### src/rtl/prbs_seed_sequencer_if.sv
// Bundle between the seed sequencer, its configuration source and the PRBS datapath.
// cfg_we and start are single-cycle strobes sampled on the rising clock edge; there is no back-pressure.
interface prbs_seed_sequencer_if #(
    parameter int SIZE  = 8,
    parameter int DEPTH = 4,
    parameter int CNT_W = 16
);
    localparam int IW = $clog2(DEPTH);

    logic             cfg_we;
    logic [IW-1:0]    cfg_addr;
    logic [SIZE-1:0]  cfg_seed;
    logic [CNT_W-1:0] cfg_len;
    logic [IW:0]      num_runs;
    logic             start;
    logic             abort;
    logic             prbs_in;

    logic             set_seed;
    logic [SIZE-1:0]  seed;
    logic             busy;
    logic [IW-1:0]    run_idx;
    logic [CNT_W-1:0] run_ones;
    logic             run_valid;
    logic             done;
    logic             zero_seed_err;
    logic [2:0]       dbg_state;

    modport master (
        output cfg_we, cfg_addr, cfg_seed, cfg_len, num_runs, start, abort, prbs_in,
        input  set_seed, seed, busy, run_idx, run_ones, run_valid, done, zero_seed_err, dbg_state
    );

    modport slave (
        input  cfg_we, cfg_addr, cfg_seed, cfg_len, num_runs, start, abort, prbs_in,
        output set_seed, seed, busy, run_idx, run_ones, run_valid, done, zero_seed_err, dbg_state
    );
endinterface

### src/rtl/prbs_seed_sequencer.sv
// Walks a PRBS generator through a table of seeds, running each for a programmed
// number of clocks and reporting how many ones it produced.
module prbs_seed_sequencer #(
    parameter int              SIZE         = 8,
    parameter int              DEPTH        = 4,
    parameter int              CNT_W        = 16,
    parameter logic [SIZE-1:0] DEFAULT_SEED = {{(SIZE-1){1'b0}}, 1'b1}
) (
    input  logic                  clock,
    input  logic                  reset,
    prbs_seed_sequencer_if.slave  bus
);
    localparam int IW = $clog2(DEPTH);
    localparam int NW = IW + 1;

    localparam logic [2:0] S_IDLE   = 3'd0;
    localparam logic [2:0] S_LOAD   = 3'd1;
    localparam logic [2:0] S_RUN    = 3'd2;
    localparam logic [2:0] S_REPORT = 3'd3;
    localparam logic [2:0] S_FIN    = 3'd4;

    logic [2:0]       state_q, state_d;
    logic [SIZE-1:0]  tab_seed_q [DEPTH];
    logic [CNT_W-1:0] tab_len_q  [DEPTH];
    logic [IW-1:0]    run_idx_q, run_idx_d;
    logic [NW-1:0]    nruns_q, nruns_d;
    logic [CNT_W-1:0] len_q, len_d;
    logic [CNT_W-1:0] ones_q, ones_d;
    logic [CNT_W-1:0] run_ones_q, run_ones_d;
    logic [SIZE-1:0]  seed_q, seed_d;
    logic             zerr_q, zerr_d;

    logic [NW-1:0]    nruns_sat;
    logic [SIZE-1:0]  cur_seed;
    logic [SIZE-1:0]  load_seed;
    logic [CNT_W-1:0] cur_len;
    logic             last_run;
    logic             busy;
    logic             kill;

    assign busy      = (state_q != S_IDLE);
    assign kill      = busy && bus.abort;
    assign nruns_sat = (bus.num_runs > NW'(DEPTH)) ? NW'(DEPTH) : bus.num_runs;
    assign cur_seed  = tab_seed_q[run_idx_q];
    assign cur_len   = tab_len_q[run_idx_q];
    // An all-zero seed would lock the LFSR, so the default is loaded instead.
    assign load_seed = (cur_seed == '0) ? DEFAULT_SEED : cur_seed;
    assign last_run  = ({1'b0, run_idx_q} == (nruns_q - NW'(1)));

    always_comb begin
        state_d    = state_q;
        run_idx_d  = run_idx_q;
        nruns_d    = nruns_q;
        len_d      = len_q;
        ones_d     = ones_q;
        run_ones_d = run_ones_q;
        seed_d     = seed_q;
        zerr_d     = zerr_q;
        if (kill) begin
            state_d = S_IDLE;
        end else begin
            case (state_q)
                S_IDLE: begin
                    if (bus.start) begin
                        nruns_d   = nruns_sat;
                        run_idx_d = '0;
                        zerr_d    = 1'b0;
                        state_d   = (nruns_sat == '0) ? S_FIN : S_LOAD;
                    end
                end
                S_LOAD: begin
                    seed_d = load_seed;
                    if (cur_seed == '0) begin
                        zerr_d = 1'b1;
                    end
                    len_d  = cur_len;
                    ones_d = '0;
                    if (cur_len == '0) begin
                        run_ones_d = '0;
                        state_d    = S_REPORT;
                    end else begin
                        state_d = S_RUN;
                    end
                end
                S_RUN: begin
                    ones_d = ones_q + {{(CNT_W-1){1'b0}}, bus.prbs_in};
                    len_d  = len_q - CNT_W'(1);
                    // Result is captured on the last RUN edge so it is visible during REPORT.
                    if (len_q == CNT_W'(1)) begin
                        run_ones_d = ones_d;
                        state_d    = S_REPORT;
                    end
                end
                S_REPORT: begin
                    if (last_run) begin
                        state_d = S_FIN;
                    end else begin
                        run_idx_d = run_idx_q + IW'(1);
                        state_d   = S_LOAD;
                    end
                end
                S_FIN: begin
                    state_d = S_IDLE;
                end
                default: begin
                    state_d = S_IDLE;
                end
            endcase
        end
    end

    always_ff @(posedge clock) begin
        if (reset) begin
            state_q    <= S_IDLE;
            run_idx_q  <= '0;
            nruns_q    <= '0;
            len_q      <= '0;
            ones_q     <= '0;
            run_ones_q <= '0;
            seed_q     <= DEFAULT_SEED;
            zerr_q     <= 1'b0;
            for (int i = 0; i < DEPTH; i++) begin
                tab_seed_q[i] <= DEFAULT_SEED;
                tab_len_q[i]  <= '0;
            end
        end else begin
            state_q    <= state_d;
            run_idx_q  <= run_idx_d;
            nruns_q    <= nruns_d;
            len_q      <= len_d;
            ones_q     <= ones_d;
            run_ones_q <= run_ones_d;
            seed_q     <= seed_d;
            zerr_q     <= zerr_d;
            if (bus.cfg_we && !busy) begin
                tab_seed_q[bus.cfg_addr] <= bus.cfg_seed;
                tab_len_q[bus.cfg_addr]  <= bus.cfg_len;
            end
        end
    end

    assign bus.set_seed      = (state_q == S_LOAD) && !bus.abort;
    assign bus.seed          = (state_q == S_LOAD) ? load_seed : seed_q;
    assign bus.busy          = busy;
    assign bus.run_idx       = run_idx_q;
    assign bus.run_ones      = run_ones_q;
    assign bus.run_valid     = (state_q == S_REPORT) && !bus.abort;
    assign bus.done          = (state_q == S_FIN) && !bus.abort;
    assign bus.zero_seed_err = zerr_q;
    assign bus.dbg_state     = state_q;
endmodule

### src/flat_wrapper.sv
// flat-port wrapper written by rule: the top's interface ports become plain ports
module prbs_seed_sequencer_flat 
#(
    parameter int              SIZE         = 8,
    parameter int              DEPTH        = 4,
    parameter int              CNT_W        = 16,
    parameter logic [SIZE-1:0] DEFAULT_SEED = {{(SIZE-1){1'b0}}, 1'b1}
)
  (clock, reset, bus_cfg_we, bus_cfg_addr, bus_cfg_seed, bus_cfg_len, bus_num_runs, bus_start, bus_abort, bus_prbs_in, bus_set_seed, bus_seed, bus_busy, bus_run_idx, bus_run_ones, bus_run_valid, bus_done, bus_zero_seed_err, bus_dbg_state);
  prbs_seed_sequencer_if #(.SIZE(SIZE), .DEPTH(DEPTH), .CNT_W(CNT_W)) bus_i ();
  input  logic clock;
  input  logic reset;
  input wire logic [$bits(bus_i.cfg_we)-1:0] bus_cfg_we;
  input wire logic [$bits(bus_i.cfg_addr)-1:0] bus_cfg_addr;
  input wire logic [$bits(bus_i.cfg_seed)-1:0] bus_cfg_seed;
  input wire logic [$bits(bus_i.cfg_len)-1:0] bus_cfg_len;
  input wire logic [$bits(bus_i.num_runs)-1:0] bus_num_runs;
  input wire logic [$bits(bus_i.start)-1:0] bus_start;
  input wire logic [$bits(bus_i.abort)-1:0] bus_abort;
  input wire logic [$bits(bus_i.prbs_in)-1:0] bus_prbs_in;
  output wire logic [$bits(bus_i.set_seed)-1:0] bus_set_seed;
  output wire logic [$bits(bus_i.seed)-1:0] bus_seed;
  output wire logic [$bits(bus_i.busy)-1:0] bus_busy;
  output wire logic [$bits(bus_i.run_idx)-1:0] bus_run_idx;
  output wire logic [$bits(bus_i.run_ones)-1:0] bus_run_ones;
  output wire logic [$bits(bus_i.run_valid)-1:0] bus_run_valid;
  output wire logic [$bits(bus_i.done)-1:0] bus_done;
  output wire logic [$bits(bus_i.zero_seed_err)-1:0] bus_zero_seed_err;
  output wire logic [$bits(bus_i.dbg_state)-1:0] bus_dbg_state;
  assign bus_i.cfg_we = bus_cfg_we;
  assign bus_i.cfg_addr = bus_cfg_addr;
  assign bus_i.cfg_seed = bus_cfg_seed;
  assign bus_i.cfg_len = bus_cfg_len;
  assign bus_i.num_runs = bus_num_runs;
  assign bus_i.start = bus_start;
  assign bus_i.abort = bus_abort;
  assign bus_i.prbs_in = bus_prbs_in;
  assign bus_set_seed = bus_i.set_seed;
  assign bus_seed = bus_i.seed;
  assign bus_busy = bus_i.busy;
  assign bus_run_idx = bus_i.run_idx;
  assign bus_run_ones = bus_i.run_ones;
  assign bus_run_valid = bus_i.run_valid;
  assign bus_done = bus_i.done;
  assign bus_zero_seed_err = bus_i.zero_seed_err;
  assign bus_dbg_state = bus_i.dbg_state;
  prbs_seed_sequencer #(.SIZE(SIZE), .DEPTH(DEPTH), .CNT_W(CNT_W), .DEFAULT_SEED(DEFAULT_SEED)) u_core (.clock(clock), .reset(reset), .bus(bus_i));
endmodule
### config.mk
export PLATFORM = sky130hd
export DESIGN_NAME = prbs_seed_sequencer_flat
export DESIGN_NICKNAME = d
export VERILOG_FILES = /design/src/rtl/prbs_seed_sequencer_if.sv /design/src/rtl/prbs_seed_sequencer.sv /design/src/flat_wrapper.sv
export SDC_FILE = /design/constraint.sdc
export NUM_CORES = 1
export LEC_CHECK = 0
export CAP_MARGIN = 20
export CORE_MARGIN = 1
export CORE_UTILIZATION = 58
export DETAILED_ROUTE_END_ITERATION = 8
export PLACE_DENSITY = 0.79
export SETUP_SLACK_MARGIN = 0.05
export SLEW_MARGIN = 15
export SYNTH_ARGS = -nofsm -noshare
export SYNTH_HDL_FRONTEND = slang
export SYNTH_SLANG_ARGS = --single-unit
### constraint.sdc
create_clock -name clock -period 4.2 [get_ports clock]
set_clock_uncertainty 0.05 [all_clocks]
set_input_delay 1.26 -clock clock [delete_from_list [all_inputs] [get_ports clock]]
set_output_delay 1.26 -clock clock [all_outputs]
set_load 0.005 [all_outputs]
==> results of run 1 <==
==> metrics by stage <==
step / util [%] / total power [mW] / hold slack [ns]
2_1_floorplan: - / 2.09 / 0.398
3_3_place_gp: 66.6 / 2.23 / 0.406
3_5_place_dp: 66.6 / 2.25 / 0.417
4_1_cts: 71.3 / 3.78 / 0.426
5_1_grt: 71.3 / 3.90 / 0.444
6_report: 71.3 / 3.77 / 0.423
==> cell type report <==
cell class	instances	share of cell area [%]
Multi-Input combinational cell	485	35.7
Clock buffer	25	5.86
Tap cell	172	2.36
Timing Repair Buffer	83	8.68
Clock inverter	7	0.741
Inverter	8	0.330
Sequential cell	163	46.4
==> worst register-to-register path: stages (launching register included) <==
cell and delay (ns):
dfxtp_1 0.33, buf_6 0.17, buf_4 0.34, mux4_2 0.61, nor4_1 0.36, nand4_1 0.25, and2_1 0.36, o21ai_0 0.22
a31oi_1 0.11
==> cell usage in the layout (no fill, tap or decap), drive strengths merged, types with 15 or more instances in the layout <==
| cell | synthesis | final |
|---|---|---|
| and2 | 97 | 97 |
| buf | 7 | 16 |
| dfxtp | 67 | 67 |
| o21ai | 34 | 34 |
| edfxtp | 96 | 96 |
| nand2 | 72 | 72 |
| nor3 | 19 | 19 |
| nand3 | 15 | 15 |
| clkbuf | 38 | 25 |
| clkdlybuf4s50 | 0 | 66 |
| a21oi | 51 | 51 |
| nor2 | 53 | 53 |
| mux4 | 24 | 24 |
==> sequential cells by signal (all words and copies together), names as in the netlist, named ones only <==
name and flops:
u_core.seed_q 8, u_core.bus.run_ones 16, u_core.bus.run_idx 2, u_core.bus.zero_seed_err 1
u_core.ones_q 16, u_core.len_q 16, u_core.nruns_q 3, u_core.tab_len_q 64
u_core.bus.dbg_state 3, u_core.tab_seed_q 32
==> per-layer routing <==
| metal | part of all wire, % | vias to the layer above | track usage (%) |
|---|---|---|---|
| li1 | - | 2642 | - |
| met1 | 41 | 2719 | 33.7 |
| met2 | 51 | 195 | 48.0 |
| met3 | 6.1 | 28 | 5.72 |
| met4 | 1.7 | 0 | 9.96 |
| met5 | 0 | - | 0 |
==> where the power goes <==
part	switching [mW]	internal, mW	total (mW)
clock network	0.607	0.942	1.55
logic	0.248	0.166	0.413
registers	0.0363	1.77	1.81
==> worst paths after layout <==
check,start,endpoint,cells after the start
worst max-delay path,flop,bus_seed[0],7
worst min-delay path,u_core.bus.run_ones[3],u_core.bus.run_ones[3],2
worst max register to register,flop,u_core.bus.run_ones[6],8
worst min register to register,u_core.bus.run_ones[3],u_core.bus.run_ones[3],2
==> logic make-up (layout without fill, tap and decap cells) <==
logic type                 Yosys count  count (layout)  synth area share [%]
AOI/OAI and AO/OA                  123             123                  9.75
xor gates and xnor gates            17              17                  1.94
adders and majority gates            5               5                 0.815
buffers and inverters               53             123                  2.97
DFF                                163             163                  55.0
muxes                               32              32                  8.10
and+or+nand+nor                    308             308                  21.4
==> run metrics, run 1 <==
Final Wtd Congestion a little under 0.9; overall routing resource usage 27.4%; Crit. End Element primary output; Post-synth EDFFs 96; PwrDens roughly 410 nW/µm²; core area between 10000 and 15000 µm²; most frequent cells after synthesis 97 x and2_1, 96 x edfxtp_1, 72 x nand2_1; fin crit share between 90% and 100%; Post CTS Setup Buffer Count 0; first-pass GRT wire length around 28000 µm; drt wl/cell 18.0 µm; Remaining DRCs 0; number of global-route vias before repair 5532; die height around 120 µm; die width 117 µm; die area around 14000 µm²; Cells after Synth 701; pre-CTS setup slack 0.336 ns; pin count of the biggest net entering global routing a little under 70; dpl cells between 900 and 1000; PortBufs between 60 and 70; clock slew at reported path FFs around 0.060 ns; most frequent cell after synthesis and2_1; via count between 5000 and 6000; CTS tree built; Setup crit start kind flop; drt first-iter violations about 420; kind of critical path flop to primary output; Largest stage delay, worst path around 0.56 ns; Placed Area 8500 µm²; Initial Util 60.1%; Reg area between 4000 and 5000 µm²; HP Class flop to flop; required time of the critical path between 2 and 3 ns; ANT cells 0; Slew HR 51.8%; Synth Register Bits between 150 and 200; final setup vio count 0; worst path arrival time 2.66 ns; post_cts resized 4; synthesized area per cell ~11 µm²; Period minus WS final between 3 and 4 ns; Slowest-stage cell, CP or4_4; sequential area share after synthesis between 50% and 60%; non-filler cells, final around 940; Critical Path, Cell by Cell buf_6, mux4_2, or4_4, nor2_2, nor2_1, o21ai_0, dlygate4sd2_1; peak supply drop about 310 µV; post-synthesis instance area about 7700 µm²; num rows 41; Least-Margin Pin Slew ~0.72 ns; Finished Cell Area between 9000 and 10000 µm²; leakage power around 3.3 nW; Synth async-reset ratio 0%; run status finished clean; initial antenna violation count 0; setup TNS 0 ns; drt pass-1 iters 5; Area Overhead vs Synth 18.7%; H-tree depth 4; max cap viols 0; CTS hold repair buffers 0; RSZ-0062 raised after global routing no; CTS sink cnt 163; Worst Path Buf+Inv 2; Worst R2R Setup Slack about 1.2 ns; Netlist cell types between 50 and 60; Antenna Violating Nets Remaining 0; Synth Net Count 741; final worst setup slack between 0.2 and 0.25 ns; Max Freq around 250 MHz; area of the multi-input gates approximately 3300 µm²; post-synth top area cell edfxtp_1; Bufs on Longest Clock Path 2; highest fanout seen on the critical path 9; Filler Cell Count between 800 and 900; Synth area leaders edfxtp_1 38%, dfxtp_1 17%, and2_1 7.9%, mux4_2 7.0%, nand2_1 3.5%; # nets final ~800; vias per cell about 5.9; WL final roughly 17000 µm; final number of hold-violating endpoints 0; Syn. warnings 0; fin. max-slew vios 0; top cell family by delay on the critical path simple AND/OR/NAND/NOR gates; post-DP HPWL between 10000 and 15000 µm; share of cells above drive strength 1 around an eighth; ys flop type edfxtp_1; clk_lat worst skew roughly 0.43 ns; GRT Residual Overflow 0; CTS root buffer clkbuf_16; Ports 69; CTS Buf Count 17; post-synth top area share between 30 and 40%
No activity file was read; power rests on OpenSTA's default activity.
==> run 2, diff against run 1 <==
Settings changed: CORE_ASPECT_RATIO set to 1.25.
==> run metrics, run 2 (synthesis results as in run 1) <==
Setup crit start kind flop; final worst setup slack 0.189 ns (-0.0458 ns); via count 5705 (+2.2%); highest fanout seen on the critical path 5 (-4); Bufs on Longest Clock Path 2 (unchanged); fin. max-slew vios 0 (unchanged); die height 131 µm (+12%); max cap viols 0 (unchanged); CTS root buffer clkbuf_16; pre-CTS setup slack 0.255 ns (-0.0814 ns); RSZ-0062 raised after global routing no; leakage power 3.29 nW (+0.54%); Final Wtd Congestion 0.857 (-2.0%); post-DP HPWL 11300 µm (+3.8%); met2 Track Usage GR 48.7% (+0.65 points); share of cells above drive strength 1 13.1% (+0.56 points); GR met1 Demand/Resource 30.2% (-3.5 points); final setup vio count 0 (unchanged); first-pass GRT wire length 27800 µm (+0.78%); final number of hold-violating endpoints 0 (unchanged); most frequent cells in the layout 97 x and2_1, 96 x edfxtp_1, 72 x nand2_1; gr busiest metal met2; HP Class flop to flop; worst hold slack 0.423 ns (+0.000759 ns); max reg flops 64 (unchanged); Least-Margin Pin Slew 0.838 ns (+0.115 ns); run status finished clean; biggest regs u_core.tab_len_q: 64 flops, u_core.tab_seed_q: 32 flops; peak supply drop 259 µV (-17%); Reg area 4230 µm² (about the same); worst path arrival time 2.70 ns (+0.04 ns); overall routing resource usage 26.4% (-0.99 points); Final Util 71.7% (+0.39 points); required time of the critical path 2.89 ns (about the same); kind of critical path flop to primary output; Area Overhead vs Synth 19.4%; most common cell after layout, fill and taps aside and2_1; Remaining DRCs 0 (unchanged); Crit. End Element primary output; initial antenna violation count 0 (unchanged); Largest Register u_core.tab_len_q; drt wl/cell 18.3 µm (+1.6%); Antenna Violating Nets Remaining 0 (unchanged); met3 Track Usage GR 4.41% (-1.3 points); worst hold start u_core.bus.run_ones[9]; area of the multi-input gates 3250 µm² (-0.15%); Filler Cell Count 894 (+2.9%); CTS sink cnt 163 (unchanged); Period minus WS final 4.01 ns (+0.0458 ns); core area 12800 µm² (about the same); Critical Path, Cell by Cell bufbuf_16, mux4_2, or4_1, nor2_2, nor2_1, o21ai_1, dlygate4sd2_1; r2r endpoint u_core.bus.run_ones[15]; clock slew at reported path FFs 0.07 ns (about the same); depth of the worst register-to-register path 8 (unchanged); die area 13700 µm² (about the same); CTS tree built; clk_lat worst skew 0.42 ns (about the same); Slew HR 44.1% (-7.7 points); Max Freq 249 MHz (-1.1%); GRT Residual Overflow 0 (unchanged); setup TNS 0 ns (unchanged); power consumption 3.81 mW (+0.97%); die width 105 µm (-10%); H-tree depth 4 (unchanged); PwrDens 415 nW/µm² (+0.39%); drt pass-1 iters 5 (unchanged); Slowest-stage cell, CP or4_1; WL final 17300 µm (+1.7%); PortBufs 68 (unchanged); Largest stage delay, worst path 0.53 ns (-0.03 ns); Worst R2R Setup Slack 1.08 ns (-0.15 ns); Ports 69 (unchanged); Initial Util 60.1% (about the same); number of global-route vias before repair 5712 (+3.3%); pin count of the biggest net entering global routing 57 (-16%); fin crit share 95.5% (+1.1 points); # nets final 803 (+0.63%); num rows 46 (+12%); drt first-iter violations 346 (-18%); CTS Buf Count 17 (unchanged); vias per cell 6.04 (+2.1%); Worst Hold End u_core.bus.run_ones[9]; WHS Path Cells 2 (unchanged); ANT cells 0 (unchanged)
[run 2: repair_timing]
| action | CTS | global route |
|---|---|---|
| setup buffers | 2 | 0 |
| resized for setup | 8 | 0 |
| hold buffers | 0 | 0 |
| setup endpoints to repair | 1 | 0 |
| endpoints found under the hold margin | 0 | 0 |
[run 2: where the power goes]
group | switching (mW) | internal (mW) | total [mW]
registers | 0.0355 | 1.77 | 1.80
logic | 0.253 | 0.168 | 0.421
clock network | 0.681 | 0.899 | 1.58
[run 2: through the flow]
step           std cells  instance area [µm²]
2_1_floorplan        701                 7680
3_3_place_gp         909                 8510
3_5_place_dp         909                 8510
4_1_cts              944                 9170
5_1_grt              944                 9170
6_report             944                 9170
[run 2: per-layer routing]
metal | up-vias | share of wire, %
met5 | - | 0
met2 | 213 | 53
li1 | 2657 | -
met3 | 42 | 5.3
met4 | 0 | 2.7
met1 | 2793 | 39
[run 2: area by class of cell]
cell class	count	area share [%]
Tap cell	168	2.29
Multi-Input combinational cell	485	35.4
Timing Repair Buffer	88	9.35
Clock buffer	18	4.68
Sequential cell	163	46.1
Clock inverter	14	1.82
Inverter	8	0.328
[run 2: worst max path at each step]
stage / depth (start not counted) / end / slack, ns / startpoint
2_1_floorplan: 7 / bus_seed[0] / 0.72 / flop
3_5_place_dp: 4 / bus_set_seed / 0.25 / bus_abort
4_1_cts: 7 / bus_seed[0] / 0.23 / flop
3_3_place_gp: 3 / bus_done / 0.31 / bus_abort
6_report: 7 / bus_seed[0] / 0.19 / flop
5_1_grt: 7 / bus_seed[0] / 0.12 / flop
[run 2: worst max-delay path, delay by kind of cell, from the launching register on]
| family | cells | cell delay, ns |
|---|---|---|
| simple gates | 3 | 0.74 |
| buf+inv | 2 | 0.53 |
| mux | 1 | 0.50 |
| flops | 1 | 0.38 |
| compound gates | 1 | 0.13 |
==> run 3, diff against run 2 <==
Settings changed: CORE_UTILIZATION 58 to 62, PLACE_DENSITY 0.79 to 0.85.
Clock period 4.2 ns to 4.9 ns, I/O delays scaled along.
==> run metrics, run 3 (synthesis results as in run 1) <==
run status finished clean; post-DP HPWL 11200 µm (-0.99%); fin. max-slew vios 0 (unchanged); first-pass GRT wire length 28000 µm (+0.52%); Bufs on Longest Clock Path 2 (unchanged); kind of critical path flop to primary output; overall routing resource usage 28.9% (+2.5 points); initial antenna violation count 0 (unchanged); max cap viols 0 (unchanged); biggest regs u_core.tab_len_q: 64 flops, u_core.tab_seed_q: 32 flops; worst path arrival time 3.18 ns (+0.48 ns); Final Wtd Congestion 0.902 (+5.3%); Setup crit start kind flop; HP Class flop to flop; num rows 45 (-2.2%); Least-Margin Pin Slew 0.738 ns (-0.100 ns); setup TNS 0 ns (unchanged); pin count of the biggest net entering global routing 68 (+19%); Remaining DRCs 0 (unchanged); final number of hold-violating endpoints 0 (unchanged); Reg area 4220 µm² (about the same); Crit. End Element primary output; Filler Cell Count 778 (-13%); WL final 17400 µm (+0.38%); die area 12800 µm² (-6.3%); Largest Register u_core.tab_len_q; CTS tree built; core area 12100 µm² (-5.3%); non-filler cells, final 935 (-0.95%); drt wl/cell 18.6 µm (+1.3%); Post CTS Setup Buffer Count 0 (-2); clk_lat worst skew 0.42 ns (about the same); Period minus WS final 4.70 ns; number of global-route vias before repair 5619 (-1.6%); worst hold slack 0.421 ns (-0.00234 ns); Antenna Violating Nets Remaining 0 (unchanged); clock slew at reported path FFs 0.07 ns (about the same); CTS Buf Count 17 (unchanged); PortBufs 68 (unchanged); Largest stage delay, worst path 0.72 ns (+0.19 ns); area of the multi-input gates 3240 µm² (-0.19%); Area Overhead vs Synth 18.1%; power consumption 3.22 mW (-15%); CTS sink cnt 163 (unchanged); max reg flops 64 (unchanged); peak supply drop 250 µV (-3.3%); leakage power 3.24 nW (-1.5%); dpl cells 903 (-0.66%); H-tree depth 4 (unchanged); post_cts resized 0 (-8); # nets final 798 (-0.62%); via count 5674 (-0.54%); Slowest-stage cell, CP dfxtp_1; PwrDens 355 nW/µm² (-15%); drt pass-1 iters 5 (unchanged); final setup vio count 0 (unchanged); vias per cell 6.07 (+0.41%); ANT cells 0 (unchanged); die height 126 µm (-3.2%); CP most frequent cell nor2_1; Initial Util 63.4% (+3.3 points); required time of the critical path 3.38 ns (+0.49 ns); die width 102 µm (-3.2%); Ports 69 (unchanged); Slew HR 50.8% (+6.7 points); fin crit share a little over nine tenths; RSZ-0062 raised after global routing no; most common cell after layout, fill and taps aside and2_1; CTS root buffer clkbuf_16; highest fanout seen on the critical path 13 (+8); most frequent cells in the layout 97 x and2_1, 96 x edfxtp_1, 72 x nand2_1; share of cells above drive strength 1 11.8% (-1.3 points); CTS hold repair buffers 0 (unchanged); Max Freq roughly 210 MHz; GRT Residual Overflow 0 (unchanged); drt first-iter violations 326 (-5.8%); Critical Path, Cell by Cell mux4_2, or4_1, nor2_1, nor2_1, o21ai_0, clkdlybuf4s50_1
[run 3: cell count changes in the layout (fill, tap and decap cells not counted), sizes merged]
cell	before	now
bufbuf	1	0
dlygate4sd2	1	0
inv	17	13
clkbuf	18	17
clkdlybuf4s50	66	67
clkinv	1	6
buf	20	16
[run 3: worst paths after layout]
kind | from | to | cells after the start | slack, ns
max | flop | bus_seed[0] | 6 | 0.20
min | u_core.nruns_q[2] | u_core.nruns_q[2] | 2 | 0.42
max reg2reg | flop | u_core.bus.run_ones[3] | 7 | 1.92
min reg2reg | u_core.nruns_q[2] | u_core.nruns_q[2] | 2 | 0.42
[run 3: area by class of cell]
type | instances | share of cell area (%)
clock buffer | 17 | 4.69
clock inverter | 15 | 1.68
inverter | 8 | 0.331
multi-input combinational | 485 | 35.7
sequential | 163 | 46.6
tap | 164 | 2.26
timing repair buffer | 83 | 8.70
[run 3: where the power goes]
| part | switching [mW] | internal [mW] |
|---|---|---|
| clock network | 0.557 | 0.753 |
| registers | 0.0325 | 1.52 |
| logic | 0.215 | 0.142 |
[run 3: worst max-delay path: cells and delay by family (launching register included)]
family / cells / cell delay [ns]
AO/OA/AOI/OAI: 1 / 0.23
flip-flops: 1 / 0.72
multiplexers: 1 / 0.44
AND/OR/NAND/NOR: 3 / 0.81
buffers and inverters: 1 / 0.55
[run 3: metal layers]
layer  part of all wire, %  GRT usage (%)
met5                     0              0
met4                   2.6           11.9
met3                   5.3           5.01
met2                    52           49.7
met1                    40           35.8
[run 3: per-stage QoR]
stage / utilization, % / worst slack, ns / area (µm²)
global route: 74.9 / 0.0661 / 9060
detailed placement: 70.1 / 0.491 / 8490
global placement: 70.1 / 0.556 / 8490
floorplan: - / 1.21 / 7680
finish: 74.9 / 0.204 / 9060
CTS: 74.9 / 0.216 / 9060
